File: src/rtl/qpsk_pkg.sv
// Shared constants, FSM state type and bit-packer helper for the QPSK output scheduler.
package qpsk_pkg;

    localparam logic [1:0] MODE_ALL  = 2'd0;
    localparam logic [1:0] MODE_SYM  = 2'd1;
    localparam logic [1:0] MODE_BITS = 2'd2;

    localparam int unsigned SR_QPSK_DISP_MODE = 130;
    localparam int unsigned SR_QPSK_SPP       = 131;

    typedef enum logic [1:0] {
        StIdle,
        StRun,
        StFlush
    } state_e;

    // Left-align a partial packed word holding n dibits; LSBs are zero-filled.
    function automatic logic [31:0] pack_align(input logic [31:0] pack, input logic [3:0] n);
        logic [5:0] sh;
        sh = 6'd32 - {1'b0, n, 1'b0};
        return pack << sh;
    endfunction

endpackage

File: src/rtl/qpsk_sched_fifo.sv
// Synchronous FIFO for {tlast, data} words; reads back zero while empty.
module qpsk_sched_fifo #(
    parameter int unsigned AW = 4,
    parameter int unsigned W  = 33
) (
    input  logic         clk,
    input  logic         rst_n,
    input  logic         push,
    input  logic [W-1:0] push_data,
    input  logic         pop,
    output logic [W-1:0] pop_data,
    output logic         full,
    output logic         empty
);

    localparam logic [AW:0] PtrOne = {{AW{1'b0}}, 1'b1};

    logic [W-1:0] mem [0:(1<<AW)-1];
    logic [AW:0]  wr_ptr_q;
    logic [AW:0]  rd_ptr_q;

    always_ff @(posedge clk or negedge rst_n) begin
        if (!rst_n) begin
            wr_ptr_q <= '0;
            rd_ptr_q <= '0;
        end else begin
            if (push && !full) wr_ptr_q <= wr_ptr_q + PtrOne;
            if (pop && !empty) rd_ptr_q <= rd_ptr_q + PtrOne;
        end
    end

    always_ff @(posedge clk) begin
        if (push && !full) mem[wr_ptr_q[AW-1:0]] <= push_data;
    end

    always_comb begin
        empty    = (wr_ptr_q == rd_ptr_q);
        full     = (wr_ptr_q[AW] != rd_ptr_q[AW]) && (wr_ptr_q[AW-1:0] == rd_ptr_q[AW-1:0]);
        pop_data = empty ? '0 : mem[rd_ptr_q[AW-1:0]];
    end

endmodule

File: src/rtl/qpsk_sym_scheduler.sv
// Selects, packs and frames QPSK samples into fixed-length AXI-stream packets behind a FIFO.
module qpsk_sym_scheduler
    import qpsk_pkg::*;
#(
    parameter int unsigned SPP_W   = 12,
    parameter int unsigned FIFO_AW = 4
) (
    input  logic             ce_clk,
    input  logic             ce_rst_n,
    input  logic             cfg_enable,
    input  logic [1:0]       cfg_mode,
    input  logic [SPP_W-1:0] cfg_spp,
    input  logic [31:0]      i_tdata,
    input  logic             i_tvalid,
    output logic             i_tready,
    input  logic             sym_stb,
    output logic [31:0]      o_tdata,
    output logic             o_tlast,
    output logic             o_tvalid,
    input  logic             o_tready,
    output logic [15:0]      ovf_cnt,
    output logic [15:0]      pkt_cnt,
    output logic             busy
);

    localparam logic [SPP_W-1:0] CntOne = {{(SPP_W-1){1'b0}}, 1'b1};

    state_e           state_q, state_d;
    logic             en_q;
    logic             en_rise;
    logic [1:0]       mode_q;
    logic [SPP_W-1:0] spp_last_q;
    logic [SPP_W-1:0] wcnt_q, wcnt_d;
    logic [31:0]      pack_q, pack_d;
    logic [3:0]       nsym_q, nsym_d;
    logic [15:0]      ovf_q, ovf_d;
    logic [15:0]      pkt_q;
    logic             cand;
    logic [31:0]      cand_data;
    logic             is_last;
    logic             push;
    logic             fifo_full;
    logic             fifo_empty;
    logic             pop;

    assign en_rise = cfg_enable && !en_q;

    always_ff @(posedge ce_clk or negedge ce_rst_n) begin
        if (!ce_rst_n) begin
            state_q    <= StIdle;
            en_q       <= 1'b0;
            mode_q     <= MODE_ALL;
            spp_last_q <= '0;
            wcnt_q     <= '0;
            pack_q     <= '0;
            nsym_q     <= '0;
            ovf_q      <= '0;
            pkt_q      <= '0;
        end else begin
            state_q <= state_d;
            en_q    <= cfg_enable;
            wcnt_q  <= wcnt_d;
            pack_q  <= pack_d;
            nsym_q  <= nsym_d;
            ovf_q   <= ovf_d;
            if (pop && o_tlast) pkt_q <= pkt_q + 16'd1;
            if (state_q == StIdle && en_rise) begin
                mode_q     <= (cfg_mode == 2'd3) ? MODE_SYM : cfg_mode;
                spp_last_q <= (cfg_spp == '0) ? '0 : cfg_spp - CntOne;
            end
        end
    end

    // Candidate generation, drop accounting and word framing.
    always_comb begin
        cand      = 1'b0;
        cand_data = i_tdata;
        push      = 1'b0;
        wcnt_d    = wcnt_q;
        pack_d    = pack_q;
        nsym_d    = nsym_q;
        ovf_d     = ovf_q;
        is_last   = (wcnt_q == spp_last_q);
        case (state_q)
            StIdle: begin
                if (en_rise) begin
                    wcnt_d = '0;
                    pack_d = '0;
                    nsym_d = '0;
                    ovf_d  = '0;
                end
            end
            StRun: begin
                if (i_tvalid) begin
                    case (mode_q)
                        MODE_ALL: cand = 1'b1;
                        MODE_BITS: begin
                            if (sym_stb) begin
                                pack_d    = {pack_q[29:0], i_tdata[31], i_tdata[15]};
                                nsym_d    = nsym_q + 4'd1;
                                cand      = (nsym_q == 4'd15);
                                cand_data = pack_d;
                            end
                        end
                        default: cand = sym_stb;
                    endcase
                end
                if (cand) begin
                    if (!fifo_full) push = 1'b1;
                    else if (ovf_q != 16'hFFFF) ovf_d = ovf_q + 16'd1;
                end
            end
            StFlush: begin
                // Partial packed word goes first; afterwards pack_q is zero so padding is zero.
                cand_data = pack_align(pack_q, nsym_q);
                if (!fifo_full) begin
                    push   = 1'b1;
                    pack_d = '0;
                    nsym_d = '0;
                end
            end
            default: ;
        endcase
        if (push) wcnt_d = is_last ? '0 : wcnt_q + CntOne;
    end

    always_comb begin
        state_d = state_q;
        unique case (state_q)
            StIdle:  if (en_rise) state_d = StRun;
            StRun: begin
                if (!cfg_enable) begin
                    state_d = (wcnt_d == '0 && nsym_d == 4'd0) ? StIdle : StFlush;
                end
            end
            StFlush: if (push && is_last) state_d = StIdle;
            default: state_d = StIdle;
        endcase
    end

    always_comb begin
        busy     = (state_q != StIdle);
        i_tready = 1'b1;
        o_tvalid = !fifo_empty;
        pop      = o_tvalid && o_tready;
        ovf_cnt  = ovf_q;
        pkt_cnt  = pkt_q;
    end

    qpsk_sched_fifo #(
        .AW (FIFO_AW),
        .W  (33)
    ) u_fifo (
        .clk       (ce_clk),
        .rst_n     (ce_rst_n),
        .push      (push),
        .push_data ({is_last, cand_data}),
        .pop       (pop),
        .pop_data  ({o_tlast, o_tdata}),
        .full      (fifo_full),
        .empty     (fifo_empty)
    );

endmodule

File: config.mk
export PLATFORM = sky130hd
export DESIGN_NAME = qpsk_sym_scheduler
export DESIGN_NICKNAME = d
export VERILOG_FILES = /design/src/rtl/qpsk_pkg.sv /design/src/rtl/qpsk_sched_fifo.sv /design/src/rtl/qpsk_sym_scheduler.sv
export SDC_FILE = /design/constraint.sdc
export NUM_CORES = 1
export LEC_CHECK = 0
export BUFFER_PORTS_ARGS = -buffer_cell sky130_fd_sc_hd__buf_4
export CORE_MARGIN = 3
export CORE_UTILIZATION = 50
export DETAILED_ROUTE_END_ITERATION = 12
export HOLD_SLACK_MARGIN = 0.05
export PLACE_DENSITY_LB_ADDON = 0.08
export SYNTH_ARGS = -nofsm -noshare
export SYNTH_HDL_FRONTEND = slang
export SYNTH_SLANG_ARGS = --single-unit
File: constraint.sdc
create_clock -name ce_clk -period 3.1 [get_ports ce_clk]
set_input_delay 0.93 -clock ce_clk [delete_from_list [all_inputs] [get_ports ce_clk]]
set_output_delay 0.93 -clock ce_clk [all_outputs]
set_load 0.02 [all_outputs]
[Yosys cells after proc, flatten, opt, wreduce, memory -nomap -nowiden]
Memory sizes are Yosys's and may differ from the RTL's.
Cells that the tools add are included.
Operators by class
  mux-type cells: 42
  shifts and indexed selects: 1
  $add $sub $neg: 8
  reductions and logical operators: 23
  equality and inequality tests: 20
Operator list (count)
  two-way mux 32 bit: 8
  one-hot mux 32 bit (3 select lines): 1
  two-way mux 16 bit: 4
  one-hot mux 32 bit (2 select lines): 1
  two-way mux 12 bit: 5
  two-way mux 33 bit: 1
  adder 16 x 1 -> 16 bit (second input constant): 2
  one-hot mux 16 bit (2 select lines): 1
  left shift 32 x 6 -> 32 bit: 1
  zero test 12 bit: 2
  two-way mux 4 bit: 5
  inequality test 2 bit (second input constant): 9
  inequality test 16 bit (second input constant): 1
  adder 12 x 1 -> 12 bit (second input constant): 1
  == test 12 bit: 1
  one-hot mux 4 bit (3 select lines): 1
  subtractor 12 x 1 -> 12 bit (second input constant): 1
  adder 5 x 1 -> 5 bit (second input constant): 2
  two-way mux 2 bit: 5
  logical AND 1 bit: 9
  two-way mux 1 bit: 7
  == test 2 bit (second input constant): 3
  one-hot mux 2 bit (3 select lines): 1
  AND reduction 6 bit: 1
  other kinds (16): 21
Word-level totals
  flip-flop bits (word level): 107
  memories kept: 1
  RAM bits: 528
  output and inout bits: 68
Memories
  u_fifo.mem: depth 16, bits a word 33, read ports 1, clocked after memory_dff 0, wr ports 1, line qpsk_sched_fifo.sv:18  | logic [W-1:0] mem [0:(1<<AW)-1];

[Longest topological paths before layout]
  word-level depth: 13
  gate-level depth with buffers: 12

[Hierarchy]
From an unflattened synthesis, not the netlist that was laid out.
Second synthesis, totals
  cells, all modules: 1675
  area, all modules: 27340.0 µm²
By module, submodules not included
  qpsk_sched_fifo: area each 20462.1 µm², cells each 880, times used 1, sequential area each 16105.4 µm²
  qpsk_sym_scheduler: area each 6877.8 µm², cells each 795, times used 1, sequential area each 2427.3 µm²

[Worst setup path after synthesis]
No wires, ideal clock.
  path kind: input to register
  from: in sym_stb
  to: mem u_fifo.mem[4][0] (enable)
  setup slack: -0.177 ns
  path buffers: 1
  arrival: 2.884 ns
  stages on the path: 7
  path through: and4_1 o311a_1 o221a_2 buf_2 and2_1 nor2b_1 and2_1
Between the ends
  cells in the longest elaborated chain, start to end: 9
RTL lines
  from (decl): line qpsk_sym_scheduler.sv:16  | input logic sym_stb,
  two-way mux 1 bit: line qpsk_sym_scheduler.sv:98  | if (sym_stb) begin
  one-hot mux 1 bit (2 select lines) *: line qpsk_sym_scheduler.sv:95  | case (mode_q)
  two-way mux 1 bit *: line qpsk_sym_scheduler.sv:94  | if (i_tvalid) begin
  two-way mux 1 bit *: line qpsk_sym_scheduler.sv:84  | case (state_q)
  two-way mux 1 bit *: line qpsk_sym_scheduler.sv:108  | if (cand) begin
  one-hot mux 1 bit (2 select lines) *: line qpsk_sym_scheduler.sv:84
  logical AND 1 bit *: line qpsk_sched_fifo.sv:33  | if (push && !full) mem[wr_ptr_q[AW-1:0]] <= push_data;
  two-way mux 1 bit *: line qpsk_sched_fifo.sv:33
  two-way mux 1 bit (implied by the code) *: line qpsk_sched_fifo.sv:33
  to (decl): line qpsk_sched_fifo.sv:18
Every way passes the cells marked *; elsewhere a longest branch is shown, timed or not. The select of a mux whose other input is x is not followed.

[Worst setup path in the final report]
  from: reg u_fifo.rd_ptr_q[0]
  to: out o_tdata[8]
Between the ends
  cells in the longest elaborated chain, start to end: 2
  elaborated cells on any way between the ends: 3
RTL lines
  from (decl): line qpsk_sched_fifo.sv:20  | logic [AW:0] rd_ptr_q;
  from (signal assigned): line qpsk_sched_fifo.sv:28  | if (pop && !empty) rd_ptr_q <= rd_ptr_q + PtrOne;
  memory read (16 x 33 bit) / == test 5 bit (equally long branches)
  two-way mux 33 bit *: line qpsk_sched_fifo.sv:39  | pop_data = empty ? '0 : mem[rd_ptr_q[AW-1:0]];
  to (decl): line qpsk_sym_scheduler.sv:17  | output logic [31:0] o_tdata,
Every way passes the cells marked *; elsewhere a longest branch is shown, timed or not.

==> summary.md <==
| Metric | Value |
|---|---|
| Pwr dens | `962.9 nW/um^2` |
| CP endpoint kind | `primary output` |
| Hold Buf Count CTS | `0` |
| Initial core utilization | `50.93%` |
| Leak pwr | `~0.012 uW` |
| Post-synth EDFFs | `528` |
| Hold WC Path Type | `primary input to async pin` |
| Core area | `between 50000 and 60000 sq um` |
| Worst setup margin | `-0.5891 ns` |
| Synth Register Bits | `635` |
| Synth Flop Type | `edfxtp_1` |
| TNS Setup | `-18.22 ns` |
| Unrepaired setup endpoints after global routing | `true` |
| Die ar. | `58100 sq um` |
| Largest net degree at the start of global routing | `65` |
| DR WL/cell | `26.34 microns` |
| IO Port Bufs | `118` |
| Sequential fraction of the synthesis area | `67.09%` |
| Area share of the largest cell type after synthesis | `57.40%` |
| Failing checks | `negative setup slack` |
| Final Hold Viols | `0` |
| Die Height | `241.0 microns` |
| Crit path required time | `2.17 ns` |
| Row count | `between 80 and 90` |
| Crit path arrival time | `2.76 ns` |
| Yosys Warn Count | `0` |
| All-Layer GR Usage | `24.72%` |
| Critical Path Source | `u_fifo.rd_ptr_q[0]` |
| Initial antenna violation count | `0` |
| Cells after Synth | `roughly 1700` |
| Pins Over Slew Limit | `0` |
| Dpl ws | `-0.09156 ns` |
| GRT Residual Overflow | `0` |
| Worst-Skew Late Latency | `0.61 ns` |
| Final Hold Slack | `approximately 0.27 ns` |
| CTS tree | `done` |
| Crit path top cell by count | `mux4_2` |
| Max stage delay on crit path | `0.52 ns` |
| Minimum clock period after layout | `3.689 ns` |
| Vias in the first global route | `16310` |
| GPL Wtd Cong | `~0.87` |
| Htree depth | `3` |
| Actual slew at the worst max-slew pin | `0.7498 ns` |
| DR vias | `roughly 16000` |
| Max Fclk | `271.1 MHz` |
| CP delay by family, top | `multiplexers` |
| CTS max path bufs | `3` |
| Crit path max fanout | `13` |
| Cts bufs inserted | `69` |
| CP startpoint kind | `flop` |
| Critical path class | `flop to primary output` |
| MaxCap Viol Count | `0` |
| DRT iter0 DRCs | `1424` |
| Layout cells sized above 1 | `32.08%` |
| Ys async rst share | `16.85%` |
| Reg clk slew, reported paths | `~0.060 ns` |
| Worst path cell trace | `buf_12 > buf_16 > mux4_2 > mux4_2 > nor2b_1 > buf_4` |
| Mapped cell area | `27620 sq um` |
| Slowest-stage cell, CP | `mux4_2` |
| Crit share post-route | `119.0%` |
| Clock sink count | `635` |
| Count of final setup violators | `34` |
| Worst vdd ir | `494.9 uV` |
| HPWL after detailed placement | `roughly 44000 microns` |
| Syn_area_per_cell | `16.72 sq um` |
| Reg-to-Reg Start | `u_fifo.rd_ptr_q[0]` |
| Area contributors post-synth | `edfxtp_1 57%, mux4_2 15%, dfrtp_1 9.7%` |
| Post-route ant nets | `0` |
| Outcome | `finished with violations` |
| Area Overhead vs Synth | `20.12%` |
| Top Ports | `120` |
| Pre-Repair DR Iteration Count | `5` |
| Tot Pwr | `31950 uW` |
| Root Buffer | `clkbuf_16` |
| Via density | `between 6 and 7` |
| Syn nets | `1719` |
| Cell variety after synth | `74` |
| Width of the die | `241.0 microns` |
| Cell taking the most area after synthesis | `edfxtp_1` |
| Slew margin rel. | `50.01%` |
| Routed wire length | `69640 microns` |
| First-pass GRT wire length | `105200 microns` |
| Final Net Count | `1965` |
| DR DRC count | `0` |
| Worst path bufs/invs | `3` |
| Clock skew | `roughly 0.017 ns` |
[logic make-up (layout without fill, tap and decap cells)]
kind of cell | after synthesis | count (layout) | share of synthesized area (%)
mux | 209 | 209 | 16.15
fa+ha+maj | 15 | 15 | 0.6794
buf+inv | 119 | 412 | 1.812
xor+xnor | 64 | 64 | 2.138
other cells | 1 | 4 | 0.01358
simple gates | 385 | 385 | 6.749
compound gates | 224 | 224 | 5.363
flops | 635 | 635 | 67.09
[final timing paths]
kind / to / slack, ns / cells after the start
min in group ce_clk: en_q / 0.47 / 1
setup reg to reg: ovf_cnt[9] / 0.11 / 12
setup / recovery: o_tdata[8] / -0.59 / 6
hold reg to reg: pkt_cnt[15] / 0.48 / 1
hold / removal: pkt_cnt[6] / 0.27 / 1
max in group asynchronous: pack_q[14] / 2.15 / 2
[worst register-to-register path, stage by stage, from the launching register on]
cell and delay [ns]:
dfrtp_4 0.54, buf_12 0.18, buf_8 0.13, buf_6 0.12
xnor2_4 0.17, nand4_4 0.12, buf_4 0.20, buf_4 0.16
a2111o_1 0.40, a2111oi_4 0.47, nand4_1 0.17, xor2_1 0.18
nor2_1 0.05
[state kept, by name (all words and copies together), names as in the netlist]
signal / flops
nsym_q: 4
state_q: 2
pkt_cnt: 16
spp_last_q: 12
pack_q: 32
u_fifo.wr_ptr_q: 5
ovf_cnt: 16
u_fifo.mem: 528
wcnt_q: 12
en_q: 1
u_fifo.rd_ptr_q: 5
mode_q: 2
[layout by cell type, fill, tap and decap left out, types with 10 or more instances in the layout]
cell type and n:
edfxtp_1 528, buf_4 206, mux4_2 189, nand2_1 160, dfrtp_1 102, o21ai_0 78, clkbuf_16 72, nor2_1 66
buf_12 48, nor2b_1 38, a21oi_1 36, xor2_1 34, xnor2_1 25, nand3_1 22, inv_1 21, clkbuf_1 18
mux2i_1 16, ha_1 14, o22ai_1 13, a22o_1 13, a22oi_1 13, nand4_1 12, and2_2 12, clkinv_2 11
buf_6 11, nor3_1 10
[synthesized netlist by cell type (3+ instances only)]
| library cell | instances |
|---|---|
| dfrtp_1 | 107 |
| and4_1 | 4 |
| xor2_1 | 35 |
| o22ai_1 | 13 |
| and3_1 | 12 |
| a31oi_1 | 8 |
| a22o_1 | 13 |
| nand4_1 | 12 |
| nand2b_1 | 5 |
| and2_1 | 16 |
| a221o_1 | 7 |
| buf_1 | 8 |
| a21oi_1 | 37 |
| nor3_1 | 11 |
| xnor2_1 | 25 |
| buf_4 | 3 |
| nand2_1 | 161 |
| buf_2 | 22 |
| o22a_1 | 6 |
| nor4_1 | 9 |
| mux2i_1 | 16 |
| clkbuf_1 | 62 |
| a21boi_0 | 4 |
| o31ai_1 | 7 |
| nor2b_1 | 42 |
| nor3b_1 | 3 |
| o21ai_0 | 81 |
| or3_1 | 4 |
| ha_1 | 15 |
| o2111ai_1 | 3 |
| nor3_2 | 3 |
| mux4_2 | 189 |
| edfxtp_1 | 528 |
| nand3_1 | 22 |
| nor2_1 | 68 |
| mux2_2 | 4 |
| a22oi_1 | 13 |
| inv_1 | 22 |
| xnor2_2 | 4 |
[metrics by stage]
step / utilization (%) / area (sq um) / std cells
after floorplan: - / 27640 / 1652
after global placement: 56.47 / 30630 / 2504
after detailed placement: 56.47 / 30630 / 2504
after CTS: 60.91 / 33040 / 2636
after global routing: 61.16 / 33170 / 2641
final: 61.17 / 33180 / 2644
[layout make-up]
cell class | instances | area (sq um)
well taps | 696 | 870.8
repair buffers | 272 | 2796
inverters | 22 | 85.08
clock inverters | 26 | 254.0
multi-input cells | 898 | 8736
diodes | 3 | 7.507
flip-flops and latches | 635 | 18540
clock buffers | 92 | 1886
fillers | 4020 | 21060
[metal layers]
metal	global-route usage, %	up-vias	share of wire, %
met2	39.72	483	49
met3	3.897	119	5.5
met5	0	-	0
li1	-	7050	-
met4	6.880	0	2.6
met1	35.72	8371	43
[timing repair]
item                       CTS  global route
setup endpoints to repair   93           431
pin swaps                    3             3
resized for setup           27            19
gates cloned                 3             1
buffers inserted            11             4
[report_power, final]
group	switching, uW	internal [uW]	leakage [uW]	total [uW]
clock	3300	4470	0.00104	7760
combinational	6850	5790	0.00442	12600
sequential	467	11100	0.00623	11500
total	10600	21300	0.0117	31900
Note: power is estimated with default switching activity, not from simulation.
